### config.mk
export PLATFORM = sky130hd
export DESIGN_NAME = gray_to_rgb565
export DESIGN_NICKNAME = d
export VERILOG_FILES = /design/src/rtl/gray_to_rgb565.sv
export SDC_FILE = /design/constraint.sdc
export NUM_CORES = 1
export LEC_CHECK = 0
export BUFFER_PORTS_ARGS = -buffer_cell sky130_fd_sc_hd__buf_2
export CAP_MARGIN = 20
export CORE_MARGIN = 5
export CORE_UTILIZATION = 35
export CTS_CLUSTER_DIAMETER = 120
export DETAILED_ROUTE_END_ITERATION = 10
export SLEW_MARGIN = 20
export SYNTH_ARGS = -nofsm -noshare
export SYNTH_HDL_FRONTEND = slang
export SYNTH_SLANG_ARGS = --single-unit
export TNS_END_PERCENT = 10
### constraint.sdc
create_clock -name clk -period 2.1 [get_ports clk]
set_input_delay 0.42 -clock clk [delete_from_list [all_inputs] [get_ports clk]]
set_output_delay 0.42 -clock clk [all_outputs]
set_load 0.1 [all_outputs]
### src/rtl/gray_to_rgb565.sv
// gray_to_rgb565: expands a 12-bit weighted grayscale sample (R*14+G*46+B*5,
// max 3487) back into RGB565 through a two-stage valid/ready pipeline.
// Stage 1 normalises the sample to a 6-bit level. Stage 2 maps that level
// to RED/GREEN/BLUE and holds the result for the downstream handshake.
// A free-running counter tracks how many pixels have been delivered.
// Optional build macro: GRAY_FALSECOLOR_EN selects a heat-map colouring in
// stage 2 instead of gray replication. Latency and handshake do not change.
module gray_to_rgb565 #(
  parameter int GRAY_MAX    = 3487,
  parameter int SCALE_MULT  = 75,
  parameter int SCALE_SHIFT = 12,
  parameter int CNT_W       = 32
) (
  input  logic             clk,
  input  logic             areset,
  input  logic [11:0]      GRAYSCALE,
  input  logic             valid_in,
  output logic             ready_out,
  output logic [4:0]       RED,
  output logic [5:0]       GREEN,
  output logic [4:0]       BLUE,
  output logic             valid_out,
  input  logic             ready_in,
  output logic [CNT_W-1:0] pix_count
);

  logic        w_s1_load;
  logic        w_s2_load;
  logic        w_deliver;
  logic [11:0] w_gray_sat;
  logic [18:0] w_prod;
  logic [18:0] w_shifted;
  logic [5:0]  w_level;
  logic [4:0]  w_red;
  logic [5:0]  w_green;
  logic [4:0]  w_blue;

  logic        r_s1_valid;
  logic [5:0]  r_s1_level;

  // Stage 2 takes a new sample when it is empty or its content leaves this
  // cycle. Stage 1 can take one when it is empty or drains into stage 2.
  assign w_s2_load = r_s1_valid && (!valid_out || ready_in);
  assign w_s1_load = !r_s1_valid || w_s2_load;
  assign ready_out = w_s1_load;
  assign w_deliver = valid_out && ready_in;

  // Normalise the grayscale sample to a 6-bit level, saturating out-of-range inputs
  always_comb begin
    if (GRAYSCALE > 12'(GRAY_MAX)) begin
      w_gray_sat = 12'(GRAY_MAX);
    end else begin
      w_gray_sat = GRAYSCALE;
    end
    w_prod    = 19'(w_gray_sat) * 19'(SCALE_MULT);
    w_shifted = w_prod >> SCALE_SHIFT;
    if (w_shifted > 19'd63) begin
      w_level = 6'd63;
    end else begin
      w_level = w_shifted[5:0];
    end
  end

  // Map the stage-1 level to RGB565 channels
  always_comb begin
`ifdef GRAY_FALSECOLOR_EN
    if (r_s1_level < 6'd32) begin
      // Cold half: blue fades out while green ramps up
      w_red   = 5'd0;
      w_green = {r_s1_level[4:0], 1'b0};
      w_blue  = 5'd31 - r_s1_level[4:0];
    end else begin
      // Hot half: L-32 is the low five bits, 63-L is their complement
      w_red   = r_s1_level[4:0];
      w_green = {~r_s1_level[4:0], 1'b1};
      w_blue  = 5'd0;
    end
`else
    w_red   = r_s1_level[5:1];
    w_green = r_s1_level;
    w_blue  = r_s1_level[5:1];
`endif
  end

  // Stage 1 register: captures the normalised level on every load slot
  always_ff @(posedge clk or posedge areset) begin
    if (areset) begin
      r_s1_valid <= 1'b0;
      r_s1_level <= 6'd0;
    end else if (w_s1_load) begin
      r_s1_valid <= valid_in;
      r_s1_level <= w_level;
    end else begin
      r_s1_valid <= r_s1_valid;
      r_s1_level <= r_s1_level;
    end
  end

  // Stage 2 register: output pixel and valid, frozen while downstream stalls
  always_ff @(posedge clk or posedge areset) begin
    if (areset) begin
      valid_out <= 1'b0;
      RED       <= 5'd0;
      GREEN     <= 6'd0;
      BLUE      <= 5'd0;
    end else if (w_s2_load) begin
      valid_out <= 1'b1;
      RED       <= w_red;
      GREEN     <= w_green;
      BLUE      <= w_blue;
    end else if (ready_in) begin
      valid_out <= 1'b0;
    end else begin
      valid_out <= valid_out;
    end
  end

  // Delivered-pixel counter, wraps naturally at 2^CNT_W
  always_ff @(posedge clk or posedge areset) begin
    if (areset) begin
      pix_count <= {CNT_W{1'b0}};
    end else if (w_deliver) begin
      pix_count <= pix_count + {{(CNT_W-1){1'b0}}, 1'b1};
    end else begin
      pix_count <= pix_count;
    end
  end

endmodule

==> results of run 1 <==
[cell families (layout without fill, tap and decap cells)]
family                   after synthesis  count (layout)  share of synthesized area
AND/OR/NAND/NOR                      108             108                     0.1531
adder cells (fa/ha/maj)               58              58                     0.2243
buffers and inverters                 57             184                    0.06955
AO/OA/AOI/OAI                         53              54                     0.1173
flip-flops                            46              46                     0.3137
XOR/XNOR                              41              41                    0.09785
multiplexers                           8               8                    0.02421
[final timing paths]
kind / from / to / slack (ns) / cells after the start
min reg2reg: pix_count[31]$_DFFE_PP0P_ / pix_count[31]$_DFFE_PP0P_ / 0.48 / 1
max in group asynchronous: areset / GREEN[3]$_DFFE_PP0P_ / 1.41 / 3
min in group clk: valid_in / r_s1_valid$_DFFE_PP0P_ / 0.32 / 2
min: areset / pix_count[11]$_DFFE_PP0P_ / 0.17 / 2
max: GRAYSCALE[9] / r_s1_level[5]$_DFFE_PP0P_ / -1.44 / 17
max reg2reg: pix_count[6]$_DFFE_PP0P_ / pix_count[31]$_DFFE_PP0P_ / 0.24 / 6
[cell usage after synthesis (2+ instances only)]
library cell               count  area share
sky130_fd_sc_hd__dfrtp_1      46        0.31
sky130_fd_sc_hd__ha_1         45        0.15
sky130_fd_sc_hd__inv_1        38       0.039
sky130_fd_sc_hd__xnor2_1      35       0.084
sky130_fd_sc_hd__nand2_1      32       0.033
sky130_fd_sc_hd__nor2_1       21       0.021
sky130_fd_sc_hd__a21oi_1      15       0.020
sky130_fd_sc_hd__nand3_1      14       0.019
sky130_fd_sc_hd__fa_1         13       0.071
sky130_fd_sc_hd__nand4_1      13       0.022
sky130_fd_sc_hd__buf_4        11       0.023
sky130_fd_sc_hd__nand2b_1      9       0.015
sky130_fd_sc_hd__and3_1        8       0.014
sky130_fd_sc_hd__clkbuf_1      7      0.0072
sky130_fd_sc_hd__mux2_2        7       0.021
sky130_fd_sc_hd__xor2_1        6       0.014
sky130_fd_sc_hd__a211oi_1      5       0.010
sky130_fd_sc_hd__a21o_1        5       0.010
sky130_fd_sc_hd__a31oi_1       3      0.0051
sky130_fd_sc_hd__o21ai_0       3      0.0041
sky130_fd_sc_hd__a211o_1       2      0.0048
sky130_fd_sc_hd__a311oi_1      2      0.0048
sky130_fd_sc_hd__and2_1        2      0.0034
sky130_fd_sc_hd__nor3_1        2      0.0027
sky130_fd_sc_hd__nor3_4        2      0.0089
sky130_fd_sc_hd__o211ai_1      2      0.0041
sky130_fd_sc_hd__o22ai_1       2      0.0034
sky130_fd_sc_hd__o31ai_2       2      0.0068
sky130_fd_sc_hd__o41ai_2       2      0.0089
[per-stage QoR]
stage | hold WS, ns | setup TNS (ns)
final | 0.1669 | -8.401
after global routing | 0.2142 | -9.290
after CTS | 0.1667 | -8.327
after detailed placement | 0.4676 | -11.68
after global placement | 0.4578 | -11.06
after floorplan | 0.4569 | -18.11
[cell type report]
type                    count  area (um2)  share of cell area
multi-input cells         269        2551              0.5052
clock buffers               7       76.32             0.01511
inverters                  38       142.6             0.02825
repair buffers            138       928.4              0.1838
flip-flops and latches     46        1151              0.2279
well taps                 136       170.2             0.03370
clock inverters             1       30.03            0.005946
[repair_timing]
item | 4_1_cts | 5_1_grt
cloned | 1 | 0
hold buffers | 0 | 0
gates resized for setup | 29 | 2
pin swaps | 20 | 3
setup buffers | 6 | 0
endpoints found under the hold margin | 0 | 0
setup endpoints to repair | 6 | 6
[power breakdown]
part / leakage, nW / total [mW] / switching, mW / internal, mW
sequential: 0.589 / 1.23 / 0.162 / 1.07
combinational: 1.89 / 4.52 / 3.00 / 1.52
clock: 0.0524 / 0.640 / 0.284 / 0.356
[metal layers]
metal,global-route usage,vias up
met5,0,-
met3,0.02372,12
li1,-,1523
met1,0.1632,1456
met2,0.2535,61
met4,0.04327,0
[registers in the layout (all words and copies together), names as in the netlist]
signal / cells
r_s1_valid: 1
pix_count: 32
valid_out: 1
GREEN: 6
r_s1_level: 6
==> metrics.md, run 1 <==
| Metric | Value |
|---|---|
| Result of the run | `complete, but fails checks` |
| Failing checks | `setup timing` |
| Final estimated routing congestion in global placement | `0.7891` |
| WP buf/inv | `5` |
| Number of failing hold endpoints at the final stage | `0` |
| Worst-case vdd ir drop | `~1000 uV` |
| H-tree levels | `2` |
| First-pass GRT wire length | `14.70 mm` |
| Max-slew headroom | `0.4703` |
| Clock latency of the later-clocked register in the worst-skew pair | `0.30 ns` |
| Start-to-end type of the worst setup path | `in2reg` |
| #FFs+latches synth | `46` |
| Power per cell area | `~1300 nW/um2` |
| Number of buffer cells added on primary ports | `65` |
| Top layer used by detailed routing | `met4` |
| Number of warning messages in the yosys log | `0` |
| Total overflow reported by the global router | `0` |
| Cells along the critical path | `buf_8, buf_6, a31oi_4, inv_2, ha_4, ha_4, inv_2, fa_1, fa_2, inv_2, ha_4, nand2_1, o21a_1, nor2_1, a211o_1, a221o_1, o22ai_1` |
| Total clock sinks | `46` |
| Starting Density | `0.3571` |
| Post-route fraction of the period consumed by the critical path | `1.685` |
| Commonest non-fill, non-tap cells in the layout | `sky130_fd_sc_hd__buf_4, sky130_fd_sc_hd__buf_2, sky130_fd_sc_hd__dfrtp_1, sky130_fd_sc_hd__xnor2_1, sky130_fd_sc_hd__ha_1` |
| Clock Pin Slew Worst Setup and Hold Paths | `0.08 ns` |
| Worst Path Arrival | `3.76 ns` |
| Number of violations reported at the end of detailed-routing iteration 0 | `102` |
| Met1 wire length | `3.555 mm` |
| Vias per cell | `4.806` |
| Ant. Diodes | `0` |
| First-pass iteration count of the detailed router | `4` |
| Layout filler cell count | `994` |
| Post-route cell area | `5050 um2` |
| Path class of the lowest-slack min-delay path | `in2async` |
| Max-slew violation count | `0` |
| Largest net degree at the start of global routing | `27` |
| Overall routed net length | `8.327 mm` |
| Most frequently used flop master after synthesis | `sky130_fd_sc_hd__dfrtp_1` |
| Synth Instances | `approximately 370` |
| Setup slack of the critical path after layout | `-1.438 ns` |
| Total power | `6.392 mW` |
| Share of cells above drive strength 1 | `0.3988` |
| Vias in the first global route | `3264` |
| Maximum clock skew at final layout | `0.01208 ns` |
| Max-capacitance violation count | `0` |
| Post-detail-place hpwl | `6.891 mm` |
| Setup crit start kind | `input port` |
| Final setup violating endpoints | `6` |
| Max Fanout on Critical Path | `5` |
| Fin cells | `635` |
| Fmax achieved | `~0.28 GHz` |
| Maximum buffer depth of the clock tree | `2` |
| Growth of design area from synthesis to finish | `37.61%` |
| Count of placed standard cells including taps | `620` |
| Num rows | `37` |
| Width of the chip | `112.4 um` |
| Leading cell type in the layout, fill and taps excluded | `sky130_fd_sc_hd__buf_4` |
| Fraction of registers with async set/reset | `1.000` |
| Tmin final | `3.538 ns` |
| Critical path's slowest cell | `sky130_fd_sc_hd__fa_2` |
| Initial antenna violation count | `0` |
| TritonCTS Buffers | `5` |
| Avg WL per Cell | `13.11 um` |
| Critical path capture point type | `register` |
| Count of distinct cell types in the synthesized netlist | `46` |
| Routed length on met3 | `between 300 and 400 um` |
| Final Net Count | `572` |
| Tot GR Track Use | `0.1380` |
| DR DRC count | `0` |
| Vias after detailed routing | `between 3000 and 4000` |
| Per-instance average area after synthesis | `9.892 um2` |
| Synthesized cell area | `3670 um2` |
| Place WS | `-1.954 ns` |
| RSZ-0062 raised after global routing | `true` |
| Cell at the root of the clock tree | `sky130_fd_sc_hd__clkbuf_8` |
| Critical path's largest stage delay | `0.55 ns` |
| Instance area after placement | `4747 um2` |
| Final design utilization | `0.4914` |
| Die H | `between 100 and 150 um` |
| Register area share after synthesis | `0.3137` |
| Family with the most delay on the worst path | `adder cells` |
| Detail Route met2 WL | `between 4 and 5 mm` |
| # IOs | `66` |
| Total core area | `10280 um2` |
| Post-synth net total | `roughly 450` |
| Required time of the worst setup path | `2.32 ns` |
| Count of flip-flops with a built-in enable after synthesis | `0` |
| Static leakage | `between 2 and 3 nW` |
| Final antenna-violating net count | `0` |
| Die area | `12630 um2` |
| Actual slew at the worst max-slew pin | `roughly 0.79 ns` |
| CTS tree | `built` |
(Power assumes the default switching activity.)
==> run 2, diff against run 1 <==
==> constraint.sdc (replaced) <==
create_clock -name clk -period 2.1 [get_ports clk]
set_input_delay 0.42 -clock clk [delete_from_list [all_inputs] [get_ports clk]]
set_output_delay 0.42 -clock clk [all_outputs]
set_load 0.01 [all_outputs]
==> run 2 against run 1 <==
Against the previous run: the run still ends with setup timing left; first-iteration DRC count grew 65%; global-route usage shrank 0.51 points; sequential share of layout area shrank 0.23 points; cell count shrank 0.31%; critical path depth shrank 1; flip-flop and latch count is the same; critical path type unchanged; critical endpoint is now r_s1_level[1]$_DFFE_PP0P_; largest cell class unchanged; largest power group unchanged.
==> metrics.md, run 2 (synthesis gave the netlist of run 1 again) <==
| Metric | Value |
|---|---|
| Storage element area | `1151 um2 (unchanged)` |
| # IOs | `66 (unchanged)` |
| First-pass iteration count of the detailed router | `4 (unchanged)` |
| Final setup violating endpoints | `6 (unchanged)` |
| Num rows | `37 (unchanged)` |
| Post-detail-place hpwl | `6.773 mm (-1.7%)` |
| Starting Density | `0.3571 (unchanged)` |
| Final design utilization | `0.4965 (+0.005113)` |
| Top reg by flops | `pix_count` |
| Clock Pin Slew Worst Setup and Hold Paths | `0.09 ns (about the same)` |
| Instance area after placement | `4710 um2 (-0.79%)` |
| Count of placed standard cells including taps | `617 (-0.48%)` |
| Largest net degree at the start of global routing | `47 (+74%)` |
| Multi-input gate area in the final layout | `2619 um2 (+2.6%)` |
| Vias in the first global route | `3179 (-2.6%)` |
| Total clock sinks | `46 (unchanged)` |
| Tmin final | `3.563 ns (+0.02540 ns)` |
| Number of violations reported at the end of detailed-routing iteration 0 | `168 (+65%)` |
| Die H | `112.4 um (unchanged)` |
| Die area | `12630 um2 (unchanged)` |
| Initial antenna violation count | `0 (unchanged)` |
| Power per cell area | `944.1 nW/um2 (-25%)` |
| Hold buffer count at cts | `0 (unchanged)` |
| Maximum buffer depth of the clock tree | `2 (unchanged)` |
| Tot GR Track Use | `0.1329 (-0.005098)` |
| Max-capacitance violation count | `0 (unchanged)` |
| Cells along the critical path | `buf_4, nand2_2, a21o_4, and2_2, ha_4, inv_2, fa_1, fa_2, inv_2, ha_4, nand4_1, o22ai_2, a211oi_2, o31ai_4, a21oi_4, a21oi_1` |
| Vias per cell | `4.780 (-0.54%)` |
| Growth of design area from synthesis to finish | `39.04%` |
| DR DRC count | `0 (unchanged)` |
| Number of buffer cells added on primary ports | `65 (unchanged)` |
| Width of the chip | `112.4 um (unchanged)` |
| Result of the run | `complete, but fails checks` |
| Number of failing hold endpoints at the final stage | `0 (unchanged)` |
| Final antenna-violating net count | `0 (unchanged)` |
| Critical path's slowest cell | `sky130_fd_sc_hd__fa_2` |
| H-tree levels | `2 (unchanged)` |
| Required time of the worst setup path | `2.28 ns (-0.04 ns)` |
| Post-route cell area | `5102 um2 (+1.0%)` |
| Start-to-end type of the worst setup path | `in2reg` |
| Path class of the lowest-slack min-delay path | `in2async` |
| Overall routed net length | `8.266 mm (-0.73%)` |
| RSZ-0062 raised after global routing | `true` |
| Fin cells | `633 (-0.31%)` |
| Place WS | `-2.041 ns (-0.08704 ns)` |
| Leading cell type in the layout, fill and taps excluded | `sky130_fd_sc_hd__buf_4` |
| Max-slew violation count | `0 (unchanged)` |
| Share of cells above drive strength 1 | `0.4245 (+0.02575)` |
| Ant. Diodes | `0 (unchanged)` |
| Max-slew headroom | `0.6138 (+0.1435)` |
| Post-route fraction of the period consumed by the critical path | `1.697 (+0.01210)` |
| Failing checks | `setup timing` |
| Final Net Count | `570 (-0.35%)` |
| Final estimated routing congestion in global placement | `0.7746 (-1.8%)` |
| Family with the most delay on the worst path | `adder cells` |
| Static leakage | `2.554 nW (+0.80%)` |
| Avg WL per Cell | `13.06 um (-0.42%)` |
| Setup slack of the critical path after layout | `-1.463 ns (-0.02540 ns)` |
| Final-layout worst hold slack | `0.2425 ns (+0.07556 ns)` |
| WP buf/inv | `3 (-2)` |
| Layout filler cell count | `990 (-0.40%)` |
| Commonest non-fill, non-tap cells in the layout | `sky130_fd_sc_hd__buf_4, sky130_fd_sc_hd__buf_2, sky130_fd_sc_hd__dfrtp_1, sky130_fd_sc_hd__xnor2_1, sky130_fd_sc_hd__ha_1` |
| Worst-case vdd ir drop | `566.7 uV (-46%)` |
| Max Fanout on Critical Path | `6 (+1)` |
| Clock latency of the later-clocked register in the worst-skew pair | `0.31 ns (about the same)` |
| Vias after detailed routing | `3026 (-0.85%)` |
| Largest regs | `pix_count x32, GREEN x6, r_s1_level x6` |
| Fmax achieved | `0.2806 GHz (-0.71%)` |
| Critical path's largest stage delay | `0.55 ns (about the same)` |
| Critical path capture point type | `register` |
| Worst Path Arrival | `3.74 ns (-0.02 ns)` |
| Cell at the root of the clock tree | `sky130_fd_sc_hd__clkbuf_8` |
| Post-Route Setup TNS | `-8.738 ns (-0.3373 ns)` |
| Total overflow reported by the global router | `0 (unchanged)` |
| Total power | `4.817 mW (-25%)` |
| Actual slew at the worst max-slew pin | `0.5794 ns (-0.2104 ns)` |
| Maximum clock skew at final layout | `0.007813 ns (-0.004269 ns)` |
| Max FFs per register | `32 (unchanged)` |
| Total core area | `10280 um2 (unchanged)` |
| First-pass GRT wire length | `14.12 mm (-3.9%)` |
| CTS tree | `built` |
| Setup crit start kind | `input port` |
| TritonCTS Buffers | `5 (unchanged)` |
[run 2: worst register-to-register path, delay by kind of cell, from the launching register on]
kind | cells | cell delay (ns)
AND/OR/NAND/NOR | 5 | 1.17
flip-flops | 1 | 0.44
XOR/XNOR | 1 | 0.15
[run 2: power breakdown]
| part | total (mW) | internal, mW | switching [mW] |
|---|---|---|---|
| combinational | 3.05 | 1.53 | 1.52 |
| sequential | 1.22 | 1.07 | 0.159 |
| clock | 0.543 | 0.234 | 0.309 |
[run 2: what timing repair did]
action,4_1_cts,5_1_grt
buffers inserted,7,1
pin swaps,23,15
gates resized for setup,42,9
endpoints found under the setup margin,6,6
endpoints found under the hold margin,0,0
[run 2: area by class of cell]
cell class	count	share of cell area
clock buffer	5	0.01349
clock inverter	3	0.004169
inverter	38	0.02795
multi-input combinational	268	0.5132
sequential	46	0.2256
tap	136	0.03335
timing repair buffer	137	0.1822
[run 2: worst paths after layout]
path                       slack [ns]                       from                         to  cells after the start
setup / recovery                -1.46              GRAYSCALE[11]  r_s1_level[1]$_DFFE_PP0P_                     16
hold / removal                   0.24                     areset   pix_count[9]$_DFFE_PP0P_                      3
setup reg to reg                 0.24   pix_count[6]$_DFFE_PP0P_  pix_count[31]$_DFFE_PP0P_                      6
hold reg to reg                  0.47  pix_count[31]$_DFFE_PP0P_  pix_count[31]$_DFFE_PP0P_                      1
max in group asynchronous        1.46                     areset       GREEN[3]$_DFFE_PP0P_                      3
min in group clk                 0.32                   valid_in     r_s1_valid$_DFFE_PP0P_                      2
[run 2: per-layer routing]
layer	vias to the layer above	share of wire	global-route usage
met1	1427	0.43	0.1568
met3	11	0.048	0.02264
li1	1517	-	-
met5	-	0	0
met2	71	0.50	0.2467
met4	0	0.015	0.03766
==> run 3, diff against run 2 <==
--- a/config.mk
+++ b/config.mk
@@ -11,6 +11,7 @@
 export CORE_UTILIZATION = 35
 export CTS_CLUSTER_DIAMETER = 120
 export DETAILED_ROUTE_END_ITERATION = 10
+export SKIP_CTS_REPAIR_TIMING = 1
 export SLEW_MARGIN = 20
 export SYNTH_ARGS = -nofsm -noshare
 export SYNTH_HDL_FRONTEND = slang
==> run 3 against run 2 <==
Against the previous run: the run still ends with setup timing left; wire length grew 0.41%; sequential power is essentially flat; global-route usage shrank 0.41 points; clock-buffer cell count is the same; via count shrank 0.33%; setup slack lost 0.059 ns; non-clock buffer count shrank 4; core utilization shrank 0.19 points; critical endpoint is now r_s1_level[2]$_DFFE_PP0P_; largest cell class unchanged.
==> metrics.md, run 3 (synthesis gave the netlist of run 1 again) <==
| Metric | Value |
|---|---|
| H-tree levels | `2 (unchanged)` |
| Top reg by flops | `pix_count` |
| Critical path capture point type | `register` |
| Fmax achieved | `0.2761 GHz (-1.6%)` |
| Number of buffer cells added on primary ports | `65 (unchanged)` |
| Static leakage | `2.524 nW (-1.2%)` |
| Result of the run | `complete, but fails checks` |
| Clock latency of the later-clocked register in the worst-skew pair | `0.31 ns (about the same)` |
| First-pass iteration count of the detailed router | `4 (unchanged)` |
| Cell count of the worst reg-to-reg path | `6 (unchanged)` |
| Total overflow reported by the global router | `0 (unchanged)` |
| Commonest non-fill, non-tap cells in the layout | `sky130_fd_sc_hd__buf_4, sky130_fd_sc_hd__buf_2, sky130_fd_sc_hd__dfrtp_1, sky130_fd_sc_hd__xnor2_1, sky130_fd_sc_hd__ha_1` |
| Actual slew at the worst max-slew pin | `0.5830 ns (+0.003635 ns)` |
| Tmin final | `3.622 ns (+0.05903 ns)` |
| Post-route fraction of the period consumed by the critical path | `1.725 (+0.02811)` |
| Max-slew violation count | `0 (unchanged)` |
| Vias in the first global route | `3054 (-3.9%)` |
| Worst Path Arrival | `3.81 ns (+0.07 ns)` |
| Max FFs per register | `32 (unchanged)` |
| Start-to-end type of the worst setup path | `in2reg` |
| Final setup violating endpoints | `6 (unchanged)` |
| Max-slew headroom | `0.6113 (-0.002423)` |
| Final antenna-violating net count | `0 (unchanged)` |
| Failing checks | `setup timing` |
| Count of placed standard cells including taps | `617 (unchanged)` |
| Tot GR Track Use | `0.1289 (-0.004051)` |
| Number of failing hold endpoints at the final stage | `0 (unchanged)` |
| Setup crit start kind | `input port` |
| Power per cell area | `948.8 nW/um2 (+0.50%)` |
| Maximum clock skew at final layout | `0.008849 ns (+0.001036 ns)` |
| Number of violations reported at the end of detailed-routing iteration 0 | `178 (+6.0%)` |
| Final-layout worst hold slack | `0.2448 ns (+0.002326 ns)` |
| Final estimated routing congestion in global placement | `0.7746 (unchanged)` |
| Setup slack of the critical path after layout | `-1.522 ns (-0.05903 ns)` |
| Post-detail-place hpwl | `6.773 mm (unchanged)` |
| Share of cells above drive strength 1 | `0.4231 (-0.001470)` |
| CTS tree | `built` |
| Final Net Count | `567 (-0.53%)` |
| Total core area | `10280 um2 (unchanged)` |
| Starting Density | `0.3571 (unchanged)` |
| TritonCTS Buffers | `5 (unchanged)` |
| Post-route cell area | `5082 um2 (-0.39%)` |
| Required time of the worst setup path | `2.28 ns (about the same)` |
| Largest net degree at the start of global routing | `47 (unchanged)` |
| Post-Route Setup TNS | `-9.060 ns (-0.3219 ns)` |
| Maximum buffer depth of the clock tree | `2 (unchanged)` |
| Overall routed net length | `8.300 mm (+0.41%)` |
| Worst-case vdd ir drop | `567.6 uV (+0.16%)` |
| Clock Pin Slew Worst Setup and Hold Paths | `0.09 ns (about the same)` |
| Max Fanout on Critical Path | `6 (unchanged)` |
| Die area | `12630 um2 (unchanged)` |
| Leading cell type in the layout, fill and taps excluded | `sky130_fd_sc_hd__buf_4` |
| DR DRC count | `0 (unchanged)` |
| Cell at the root of the clock tree | `sky130_fd_sc_hd__clkbuf_8` |
| Largest regs | `pix_count x32, GREEN x6, r_s1_level x6` |
| Vias after detailed routing | `3016 (-0.33%)` |
| Die H | `112.4 um (unchanged)` |
| Layout filler cell count | `991 (+0.10%)` |
| RSZ-0062 raised after global routing | `true` |
| Max-capacitance violation count | `0 (unchanged)` |
| Growth of design area from synthesis to finish | `38.49%` |
| Avg WL per Cell | `13.17 um (+0.89%)` |
| Total clock sinks | `46 (unchanged)` |
| Num rows | `37 (unchanged)` |
| Fin cells | `630 (-0.47%)` |
| Initial antenna violation count | `0 (unchanged)` |
| Final design utilization | `0.4945 (-0.001947)` |
| Place WS | `-2.041 ns (unchanged)` |
| Width of the chip | `112.4 um (unchanged)` |
| First-pass GRT wire length | `13.65 mm (-3.4%)` |
| Instance area after placement | `4710 um2 (unchanged)` |
| Critical R2R Capture | `pix_count[31]$_DFFE_PP0P_` |
| Register-to-Register Setup Slack | `0.23 ns (about the same)` |
| Ant. Diodes | `0 (unchanged)` |
| Vias per cell | `4.787 (+0.14%)` |
| Path class of the lowest-slack min-delay path | `in2async` |
| Total power | `4.822 mW (+0.11%)` |
| Startpoint of the worst-slack reg-to-reg timing path | `pix_count[6]$_DFFE_PP0P_` |
| # IOs | `66 (unchanged)` |
==> run 3: changes by cell type in the layout (fill, tap and decap cells not counted), sizes merged <==
cell | previous run | this run
buf | 137 | 131
clkbuf | 5 | 7
a21o | 5 | 6
==> run 3: power by group <==
group	leakage (nW)	switching, mW	internal (mW)
combinational	1.89	1.52	1.54
clock	0.0441	0.309	0.234
sequential	0.589	0.159	1.07
total	2.52	1.99	2.84
==> run 3: metal layers <==
| metal | vias to the layer above | wire (um) | GRT usage |
|---|---|---|---|
| li1 | 1511 | - | - |
| met1 | 1424 | 3554 | 0.1565 |
| met2 | 72 | 4234 | 0.2332 |
| met3 | 9 | 404 | 0.02210 |
| met4 | 0 | 107 | 0.03766 |
| met5 | - | 0 | 0 |
==> run 3: worst max-delay path by stage <==
stage | slack (ns) | cells after the start | to | from
floorplan | -1.60 | 16 | r_s1_level[5]$_DFFE_PP0P_ | GRAYSCALE[5]
global placement | -1.91 | 16 | r_s1_level[3]$_DFFE_PP0P_ | GRAYSCALE[5]
detailed placement | -2.04 | 16 | r_s1_level[5]$_DFFE_PP0P_ | GRAYSCALE[5]
CTS | -1.71 | 16 | r_s1_level[5]$_DFFE_PP0P_ | GRAYSCALE[5]
global route | -1.62 | 17 | r_s1_level[5]$_DFFE_PP0P_ | GRAYSCALE[6]
finish | -1.52 | 17 | r_s1_level[2]$_DFFE_PP0P_ | GRAYSCALE[8]
==> run 3: critical path, cell delays in order <==
cell	delay, ns
sky130_fd_sc_hd__buf_2	0.14
sky130_fd_sc_hd__buf_12	0.13
sky130_fd_sc_hd__a31oi_4	0.16
sky130_fd_sc_hd__inv_2	0.07
sky130_fd_sc_hd__ha_4	0.22
sky130_fd_sc_hd__ha_4	0.26
sky130_fd_sc_hd__inv_2	0.03
sky130_fd_sc_hd__fa_1	0.48
sky130_fd_sc_hd__fa_2	0.53
sky130_fd_sc_hd__inv_1	0.06
sky130_fd_sc_hd__ha_4	0.23
sky130_fd_sc_hd__a21oi_2	0.16
sky130_fd_sc_hd__o22ai_2	0.09
sky130_fd_sc_hd__a211oi_2	0.28
sky130_fd_sc_hd__o31ai_4	0.15
sky130_fd_sc_hd__a21oi_4	0.29
sky130_fd_sc_hd__a21oi_1	0.10
==> run 3: cell type report <==
cell class	instances	area [um2]	share of cell area
clock buffers	5	68.82	0.01354
multi-input cells	269	2648	0.5209
flip-flops and latches	46	1151	0.2265
well taps	136	170.2	0.03348
repair buffers	133	880.8	0.1733
inverters	38	142.6	0.02807
clock inverters	3	21.27	0.004185
